## src/rtl/wb_tgt_ram.sv

```systemverilog
// Pipelined Wishbone target RAM: commit on accept, in-order ack/err one or more cycles later (min 2 cycles after request).
// Back-pressure: STALL while outstanding == QD, a registered-state function with no input-to-output path.

module fifo #(
  parameter int W  = 8,
  parameter int AW = 2
) (
  input  logic         clk_i,
  input  logic         sync_rst_n_i,
  input  logic         flush,
  input  logic         wr_vld,
  output logic         wr_rdy,
  input  logic [W-1:0] wr_dat,
  output logic         rd_vld,
  input  logic         rd_rdy,
  output logic [W-1:0] rd_dat
);
  logic [W-1:0]  mem [2**AW];
  logic [AW-1:0] wr_ptr;
  logic [AW-1:0] rd_ptr;
  logic [AW:0]   cnt;
  logic          wr_en;
  logic          rd_en;

  // cnt never exceeds the depth, so its MSB alone marks full
  assign wr_rdy = ~cnt[AW];
  assign rd_vld = (cnt != '0);
  assign rd_dat = mem[rd_ptr];
  assign wr_en  = wr_vld & wr_rdy;
  assign rd_en  = rd_vld & rd_rdy;

  always_ff @(posedge clk_i) begin
    if (wr_en) mem[wr_ptr] <= wr_dat;
  end

  always_ff @(posedge clk_i) begin
    if (!sync_rst_n_i || flush) begin
      wr_ptr <= '0;
      rd_ptr <= '0;
      cnt    <= '0;
    end else begin
      if (wr_en) wr_ptr <= wr_ptr + 1'b1;
      if (rd_en) rd_ptr <= rd_ptr + 1'b1;
      cnt <= cnt + {{AW{1'b0}}, wr_en} - {{AW{1'b0}}, rd_en};
    end
  end
endmodule

module wb_tgt_ram #(
  parameter int ADR_WIDTH  = 4,
  parameter int DAT_WIDTH  = 16,
  parameter int SEL_WIDTH  = 2,
  parameter int TGRD_WIDTH = 1,
  parameter int TGWD_WIDTH = 1,
  parameter int QUE_AW     = 2
) (
  input  logic                  clk_i,
  input  logic                  sync_rst_n_i,
  input  logic                  tgt_cyc_i,
  input  logic                  tgt_stb_i,
  input  logic                  tgt_we_i,
  input  logic                  tgt_lock_i,
  input  logic [SEL_WIDTH-1:0]  tgt_sel_i,
  input  logic [ADR_WIDTH-1:0]  tgt_adr_i,
  input  logic [DAT_WIDTH-1:0]  tgt_dat_i,
  input  logic [TGWD_WIDTH-1:0] tgt_tgd_i,
  output logic                  tgt_ack_o,
  output logic                  tgt_err_o,
  output logic                  tgt_rty_o,
  output logic                  tgt_stall_o,
  output logic [DAT_WIDTH-1:0]  tgt_dat_o,
  output logic [TGRD_WIDTH-1:0] tgt_tgd_o,
  input  logic                  resp_hold_i
);
  localparam int LW = DAT_WIDTH / SEL_WIDTH;
  localparam logic [QUE_AW:0] QD_CNT = {1'b1, {QUE_AW{1'b0}}};

  typedef struct packed {
    logic                  err;
    logic [DAT_WIDTH-1:0]  dat;
    logic [TGRD_WIDTH-1:0] tgd;
  } rsp_t;

  logic [DAT_WIDTH-1:0]  mem [2**ADR_WIDTH];
  logic [TGWD_WIDTH-1:0] tag [2**ADR_WIDTH];

  logic [QUE_AW:0]       outstanding;
  logic                  acc;
  logic                  sel_err;
  logic                  flush;
  logic                  rsp_done;
  logic                  q_vld;
  logic                  pop;
  logic                  q_wr_rdy_unused;
  logic                  lock_unused;
  logic [DAT_WIDTH-1:0]  wr_word;
  rsp_t                  push_ent;
  rsp_t                  head_ent;

  assign lock_unused = tgt_lock_i;
  assign tgt_rty_o   = 1'b0;
  assign tgt_stall_o = (outstanding == QD_CNT);
  assign acc         = tgt_cyc_i & tgt_stb_i & ~tgt_stall_o;
  assign sel_err     = (tgt_sel_i == '0);
  // Dropping cyc with work in flight abandons it; accepted writes stay committed
  assign flush       = ~tgt_cyc_i & (outstanding != '0);
  assign rsp_done    = tgt_ack_o | tgt_err_o;
  assign pop         = q_vld & ~resp_hold_i;

  always_comb begin
    wr_word = mem[tgt_adr_i];
    for (int i = 0; i < SEL_WIDTH; i++) begin
      if (tgt_sel_i[i]) wr_word[i*LW +: LW] = tgt_dat_i[i*LW +: LW];
    end
    push_ent = '0;
    if (sel_err) begin
      push_ent.err = 1'b1;
    end else if (!tgt_we_i) begin
      push_ent.dat = mem[tgt_adr_i];
      push_ent.tgd = tag[tgt_adr_i];
    end
  end

  always_ff @(posedge clk_i) begin
    if (sync_rst_n_i && acc && tgt_we_i && !sel_err) begin
      mem[tgt_adr_i] <= wr_word;
      tag[tgt_adr_i] <= tgt_tgd_i;
    end
  end

  fifo #(
    .W  ($bits(rsp_t)),
    .AW (QUE_AW)
  ) u_rsp_q (
    .clk_i        (clk_i),
    .sync_rst_n_i (sync_rst_n_i),
    .flush        (flush),
    .wr_vld       (acc),
    .wr_rdy       (q_wr_rdy_unused),
    .wr_dat       (push_ent),
    .rd_vld       (q_vld),
    .rd_rdy       (~resp_hold_i),
    .rd_dat       (head_ent)
  );

  // Outstanding covers both queued entries and the one in the output stage
  always_ff @(posedge clk_i) begin
    if (!sync_rst_n_i || flush) begin
      tgt_ack_o   <= 1'b0;
      tgt_err_o   <= 1'b0;
      tgt_dat_o   <= '0;
      tgt_tgd_o   <= '0;
      outstanding <= '0;
    end else begin
      tgt_ack_o   <= pop & ~head_ent.err;
      tgt_err_o   <= pop & head_ent.err;
      tgt_dat_o   <= pop ? head_ent.dat : '0;
      tgt_tgd_o   <= pop ? head_ent.tgd : '0;
      outstanding <= outstanding + (QUE_AW+1)'(acc) - (QUE_AW+1)'(rsp_done);
    end
  end
endmodule

```

## config.mk

```make
export PLATFORM = sky130hd
export DESIGN_NAME = wb_tgt_ram
export DESIGN_NICKNAME = d
export VERILOG_FILES = /design/src/rtl/wb_tgt_ram.sv
export SDC_FILE = /design/constraint.sdc
export NUM_CORES = 1
export LEC_CHECK = 0
export ABC_AREA = 1
export CAP_MARGIN = 20
export CORE_ASPECT_RATIO = 1.4
export CORE_MARGIN = 2
export CORE_UTILIZATION = 35
export DETAILED_ROUTE_END_ITERATION = 10
export GPL_TIMING_DRIVEN = 0
export MAX_ROUTING_LAYER = met4
export PLACE_DENSITY_LB_ADDON = 0.08
export SETUP_SLACK_MARGIN = 0.15
export SLEW_MARGIN = 10
export SYNTH_ARGS = -nofsm -noshare
export SYNTH_HDL_FRONTEND = slang
export SYNTH_SLANG_ARGS = --single-unit
```

## constraint.sdc

```tcl
create_clock -name clk_i -period 3 [get_ports clk_i]
set_input_delay 0.6 -clock clk_i [delete_from_list [all_inputs] [get_ports clk_i]]
set_output_delay 0.6 -clock clk_i [all_outputs]
set_load 0.005 [all_outputs]
```

# After elaboration in Yosys (flattened, before gate mapping)
# Memories as Yosys holds them, arrays and structs flattened. A register that Yosys moved wholly into a read port is not among the register bits.
# Cells that the tools add are included.
# word_totals
register_bits	29
ram_bits	344
input_bits	30
output_inout_bits	21
memories	3
# memory_table
name	words	word_bits	rd	rd_ports_with_merged_regs	wr	line	text
mem	16	16	1	0	1	84	logic [DAT_WIDTH-1:0] mem [2**ADR_WIDTH];
u_rsp_q.mem	4	18	1	1	1	18	logic [W-1:0] mem [2**AW];
tag	16	1	1	0	1	85	logic [TGWD_WIDTH-1:0] tag [2**ADR_WIDTH];
# classes
addsub	6
eq_ne	1
n_mux	11
bitwise_logic	14
n_reduce_logical	10
# ops
cell	count
2-to-1 mux 17 bit	2
2-to-1 mux 8 bit	2
bitwise AND 1 bit	7
adder 3 x 1 -> 3 bit	2
NOT 1 bit	6
nonzero test 3 bit	2
subtractor 3 x 1 -> 3 bit	2
2-to-1 mux 1 bit	5
adder 2 x 1 -> 2 bit, second input constant	2
2-to-1 mux 2 bit	2
== test 3 bit, second input constant	1
logical AND 1 bit	3
zero test 1 bit	2
zero test 2 bit	1
OR reduction 2 bit	1
logical OR 1 bit	1
OR 1 bit	1

# Longest topological paths before layout
# Gate-level depths: netlist of the first run.
# depth
ltp_word	8
mapped_depth	12

# By module
# From an unflattened synthesis of the first run, not the netlist that was laid out.
# unflattened
cells_unflattened	1472
area_unflattened_um2	15559.9
# modules_own_cells
module	instances	cells_each	area_per_inst_um2	seq_area_each_um2
wb_tgt_ram	1	1237	12385.6	8608.3
fifo	1	235	3174.3	2342.2

# Worst setup path before layout of the first run
# OpenSTA, ideal clock, no wires.
# synth_path
kind	input to register
startpoint	in tgt_adr_i[0]
endpoint	mem mem[0][0], enable pin
setup_time_ps	390
t_arrival_ps	2027
path_slack_ps	583
cell_stages	6
n_path_buf	3
cell_sequence	buf_4 -> buf_6 -> buf_6 -> nor2_1 -> nand2_1 -> nor2_1
# synth_rtl
element	line	text
from (decl)	64	input logic [ADR_WIDTH-1:0] tgt_adr_i,
to (decl)	84	
# Straight into the memory's write port.

# Worst setup path in the final report of the first run
# layout_path
startpoint	in tgt_sel_i[1]
endpoint	mem mem[16][6], in the netlist mem[8][6], enable pin
# layout_between
elab_chain_len	5
# layout_lines
element	line	text
from (decl)	63	input logic [SEL_WIDTH-1:0] tgt_sel_i,
zero test 2 bit	104	assign sel_err = (tgt_sel_i == '0);
zero test 1 bit	125	if (sync_rst_n_i && acc && tgt_we_i && !sel_err) begin
logical AND 1 bit	125	
2-to-1 mux 1 bit	125	
2-to-1 mux 1 bit (not written as such)	126	mem[tgt_adr_i] <= wr_word;
# Every way passes these cells.

==> impl_metrics.yaml, run 1 <==
clock_network:
  numCtsBuffers: 40
  cts_root_buf: "clkbuf_16"
  cts_tree: "done"
  clock_path_buffers: 3
  cts.htree.levels: 2
  clock_sinks: 375
  clk_latency_ps: 550
  clk_pin_slew_ps: 60
  holdBufCountCts: 0
synthesis:
  synth_area_leaders: "edfxtp_1, nand2_1, dfxtp_1"
  syn_inst: 1461
  synth_common_cells: "nand2_1, edfxtp_1, nor2_1, o21ai_0, inv_1"
  synth_top_cell_by_area: "edfxtp_1"
  ys_dominant_reg_cell: "edfxtp_1"
  syn-num-nets: 1501
  syn-cell-area_mm2: 0.0154
  synth_most_common_cell: "nand2_1"
  yosysWarnings: 0
  synth_top_area_share_pct: 67.1
  ys_ff_latch: 375
  ys_types: 26
  synth_edf_count: 344
  yosysSeqAreaShare_pct: 71.1
  postSynth.asyncResetShare_pct: 0
  syn_area_per_cell_um2: 10.5
detailed_routing:
  finalWirelength_mm: 42.0
  drtPass1Iterations: 5
  drtIter0Drc: 618
  wl_per_cell_um: 19.5
  drt-vias-per-instance: 4.69
  via_count: 10093
  drc: 0
  ant_nets: 0
global_routing:
  grt_pass1_vias: 9984
  grt_max_degree: 17
  track_usage_pct: 19.2
  grt_pass1_wl_mm: 62.2
  antenna_found_initial: 0
  grt-ovfl-total: 0
pwr:
  p_leak_nw: 7.29
  pwr_density_cell_mw_per_mm2: 680
  vdd_drop_max_mv: 0.412
  power.total_mw: 12.4
critical_path:
  worstPathArrival_ps: 3010
  slowest_delay_ps: 610
  ff2ff_path_depth: 7
  critPathRequiredTime_ps: 3250
  crit_path_cell_trace: "clkdlybuf4s50_1, nor2_1, nor4_2, nand2_1, nor2_2, buf_8"
  cp_slowest_cell: "nor4_2"
  worst-path-max-fanout: 10
  crit_type: "in -> reg"
  cp-end-kind: "register"
  cp-start-kind: "input port"
sta:
  fin_worst_skew_ps: 15.8
  relSlewSlack_pct: 39.2
  period_minus_slack_ps: 2760
  final-max-slew-violation-count: 0
  fmax_ghz: 0.363
  fin_ws_ps: 242
  finalSetupViolCount: 0
  min_period_over_period_pct: 91.9
  worst_pin_slew_ps: 909
  rsz0062_at_grt: "yes"
  hold_violations: 0
job:
  cap_violations: 0
placed_design:
  dp_slack_ps: -584
  portBuffers: 46
  dp_hpwl_mm: 29.2
  gp_congestion: 0.836
die:
  io_pins: 51
  die_h_um: 252
  die-area_mm2: 0.0457
  die_w_um: 181
  rows: 90
  start_util_pct: 35.6
  coreArea_mm2: 0.0432
finish:
  areaGrowthSynthToFinish_pct: 18.7
  layout-drive-gt1-share_pct: 9.99
  final_nets: 1609
  n_antenna_cell: 0
worst_hold_path:
  min_path_cells: 2
  hold_class: "reg -> reg"
status:
  outcome: "finished clean"
critical path, delay by kind of cell:
kind | cells | cell delay [ps]
simple gates | 4 | 1650
buf+inv | 2 | 750
where the power goes:
group	leakage, nW	internal [mW]	total, mW	switching (mW)
Combinational	3.27	0.441	1.40	0.960
Clock	0.641	2.99	5.04	2.05
Sequential	3.38	5.92	5.98	0.0549
per-stage QoR:
stage / cells / TNS, ps / area (µm²) / util [%] / hold slack [ps]
2_1_floorplan: 1461 / 0 / 15400 / - / 436
3_3_place_gp: 2059 / -368090 / 16500 / 38.3 / 448
3_5_place_dp: 2079 / -123660 / 16900 / 39.1 / 457
4_1_cts: 2153 / 0 / 18200 / 42.2 / 465
5_1_grt: 2153 / 0 / 18300 / 42.3 / 510
6_report: 2153 / 0 / 18300 / 42.3 / 465
registers in the layout (all words and copies together) (netlist names), named ones only:
name / flops
mem: 256
outstanding: 3
tag: 16
tgt_ack_o: 1
tgt_dat_o: 16
tgt_err_o: 1
tgt_tgd_o: 1
u_rsp_q.cnt: 3
u_rsp_q.mem: 72
u_rsp_q.rd_ptr: 2
u_rsp_q.wr_ptr: 2
cell families after synthesis:
family          after synthesis  share of synthesized area (%)
compound gates               86                           2.88
xor+xnor                      3                          0.171
fa+ha+maj                    10                          0.910
buf+inv                     100                           3.14
flops                       375                           71.1
other cells                   1                         0.0244
simple gates                886                           21.8
repair_timing:
action / 4_1_cts / 5_1_grt
setup buffers: 0 / 0
endpoints found under the hold margin: 0 / 0
gates resized for setup: 5 / 8
gates cloned: 0 / 0
setup endpoints to repair: 80 / 132
layout by cell type (no fill, tap or decap), types with 24 or more instances in the layout:
| master | count |
|---|---|
| nor2_1 | 115 |
| a21oi_1 | 26 |
| o21ai_0 | 38 |
| edfxtp_1 | 344 |
| clkbuf_1 | 24 |
| buf_2 | 29 |
| clkbuf_16 | 41 |
| nand2_1 | 733 |
| dfxtp_1 | 31 |
| inv_1 | 32 |
| clkdlybuf4s50_1 | 46 |
final timing paths:
kind / start / slack (ps) / to
max reg2reg: outstanding[1]$_SDFF_PP0_ / 300 / mem[8][6]$_DFFE_PP_
min reg2reg: u_rsp_q.rd_ptr[1]$_SDFFE_PP0P_ / 460 / register
min: u_rsp_q.rd_ptr[1]$_SDFFE_PP0P_ / 460 / register
max: tgt_sel_i[1] / 240 / mem[8][6]$_DFFE_PP_
per-layer routing:
| layer | track usage (%) | vias up | share of wire, % |
|---|---|---|---|
| met3 | 2.31 | 90 | 3.2 |
| met1 | 22.1 | 4794 | 40 |
| met4 | 9.69 | 0 | 5.3 |
| met5 | - | - | 0 |
| li1 | - | 5011 | - |
| met2 | 33.2 | 198 | 51 |
area by class of cell:
class	count	area, µm²
fill	4198	25000
sequential	375	11000
multi-input combinational	986	4060
clock buffer	51	1080
timing repair buffer	66	761
tap	552	691
buffer	63	344
clock inverter	23	245
inverter	37	139
No activity file was read; power rests on OpenSTA's default activity.
==> inputs of run 2 (changes only) <==
--- a/config.mk
+++ b/config.mk
@@ -8,7 +8,6 @@
 export ABC_AREA = 1
 export CAP_MARGIN = 20
 export CORE_ASPECT_RATIO = 1.4
-export CORE_MARGIN = 2
 export CORE_UTILIZATION = 35
 export DETAILED_ROUTE_END_ITERATION = 10
 export GPL_TIMING_DRIVEN = 0
==> impl_metrics.yaml, run 2 (synthesis results as in run 1) <==
clock_network:
  clock_sinks: 375
  numCtsBuffers: 40
  cts.htree.levels: 2
  cts_root_buf: "clkbuf_16"
  clk_pin_slew_ps: 60
  clock_path_buffers: 3
  clk_latency_ps: 540
  post_cts_buffers: 0
  cts_tree: "done"
global_routing:
  grt-ovfl-total: 0
  track_usage_pct: 19.9
  grt_pass1_vias: 9810
  grt_max_degree: 17
  grt_pass1_wl_mm: 62.1
  antenna_found_initial: 0
placed_design:
  dp_slack_ps: -706
  placed_cells: 2079
  gp_congestion: 0.861
  dp_hpwl_mm: 29.3
  portBuffers: 46
sta:
  hold-worst-slack_ps: 459
  fmax_ghz: 0.365
  hold_violations: 0
  fin_worst_skew_ps: 8.83
  relSlewSlack_pct: 43.1
  worst_pin_slew_ps: 851
  rsz0062_at_grt: "no"
  final-max-slew-violation-count: 0
  period_minus_slack_ps: 2740
  finalSetupViolCount: 0
  fin_ws_ps: 259
  min_period_over_period_pct: 91.4
critical_path:
  rrSetupSlack_ps: 460
  worst-path-max-fanout: 16
  crit_type: "in -> reg"
  cp-end-kind: "register"
  worstPathArrival_ps: 2960
  cp-start-kind: "input port"
  critPathRequiredTime_ps: 3220
detailed_routing:
  drtIter0Drc: 584
  drc: 8
  top_layer_used: "met4"
  drt-vias-per-instance: 4.67
  wl_met1_mm: 16.6
  drtPass1Iterations: 10
  ant_nets: 0
  wl_met3_mm: 1.64
  via_count: 10040
  wl_met2_mm: 21.7
  finalWirelength_mm: 41.9
  wl_per_cell_um: 19.5
finish:
  mostFrequentLayoutCells: "nand2_1, edfxtp_1, nor2_1"
  n_antenna_cell: 0
  areaGrowthSynthToFinish_pct: 18.4
  largest_register_ffs: 256
  regMostFlops: "mem"
  fill_cells: 4196
  finalNonFillerCells: 2149
  layout-drive-gt1-share_pct: 9.96
  top_regs: "mem (256), u_rsp_q.mem (72)"
  fin_util_pct: 42.2
  final_nets: 1609
  final_common_cell: "nand2_1"
pwr:
  pwr_density_cell_mw_per_mm2: 672
  p_leak_nw: 7.27
  vdd_drop_max_mv: 0.446
job:
  cap_violations: 0
die:
  die_h_um: 250
  die-area_mm2: 0.0448
  coreArea_mm2: 0.0432
  start_util_pct: 35.6
  die_w_um: 179
  io_pins: 51
  rows: 90
worst_hold_path:
  hold_class: "reg -> reg"
status:
  outcome: "complete, but fails checks"
  violations: "DRC"
[run 2: cell types whose count changed in the layout (fill, tap and decap cells not counted), sizes merged]
cell / delta
inv: -2
clkinv: -3
clkbuf: +3
bufinv: -2
[run 2: worst paths after layout]
kind / end / start / cells after the start
worst max-delay path: mem[10][10]$_DFFE_PP_ / tgt_adr_i[2] / 9
worst max register to register: mem[8][6]$_DFFE_PP_ / outstanding[1]$_SDFF_PP0_ / 7
worst min-delay path: register / u_rsp_q.rd_ptr[1]$_SDFFE_PP0P_ / 2
worst min register to register: register / u_rsp_q.rd_ptr[1]$_SDFFE_PP0P_ / 2
[run 2: stage by stage]
stage                     area [µm²]  TNS [ps]  power (mW)
after floorplan                15400         0        6.90
after global placement         16500   -371700        7.47
after detailed placement       16900   -141750        7.52
after CTS                      18200         0        12.4
after global routing           18200         0        12.8
final                          18200         0        12.3
[run 2: worst max-delay path, cell delays in order]
cell and delay (ps):
clkdlybuf4s50_1 560, inv_1 80, nand2_1 220, clkinv_1 280
clkbuf_1 330, nand2_1 280, nand2_1 110, o21ai_1 250
nand2_4 250
[run 2: cell type report]
| class | count | area (µm²) | area share, % |
|---|---|---|---|
| flip-flops and latches | 375 | 11000 | 60.1 |
| multi-input cells | 986 | 4080 | 22.4 |
| clock buffers | 54 | 1120 | 6.12 |
| repair buffers | 66 | 749 | 4.11 |
| well taps | 552 | 691 | 3.79 |
| plain buffers | 63 | 344 | 1.89 |
| clock inverters | 16 | 159 | 0.872 |
| inverters | 37 | 139 | 0.762 |
[run 2: per-layer routing]
metal	vias up	track usage, %
li1	5001	-
met1	4717	22.6
met2	244	34.6
met3	78	2.82
met4	0	8.62
met5	-	-
[run 2: repair_timing]
action / CTS / global route
hold buffers: 0 / 0
setup endpoints to repair: 103 / 197
pin swaps: 0 / 0
hold endpoints to repair: 0 / 0
gates resized for setup: 7 / 10
[run 2: power by group]
group	internal (mW)	leakage (nW)	total (mW)	switching (mW)
registers	5.92	3.38	5.98	0.0562
clock network	2.86	0.619	4.87	2.01
logic	0.442	3.27	1.40	0.962
total	9.23	7.27	12.3	3.03
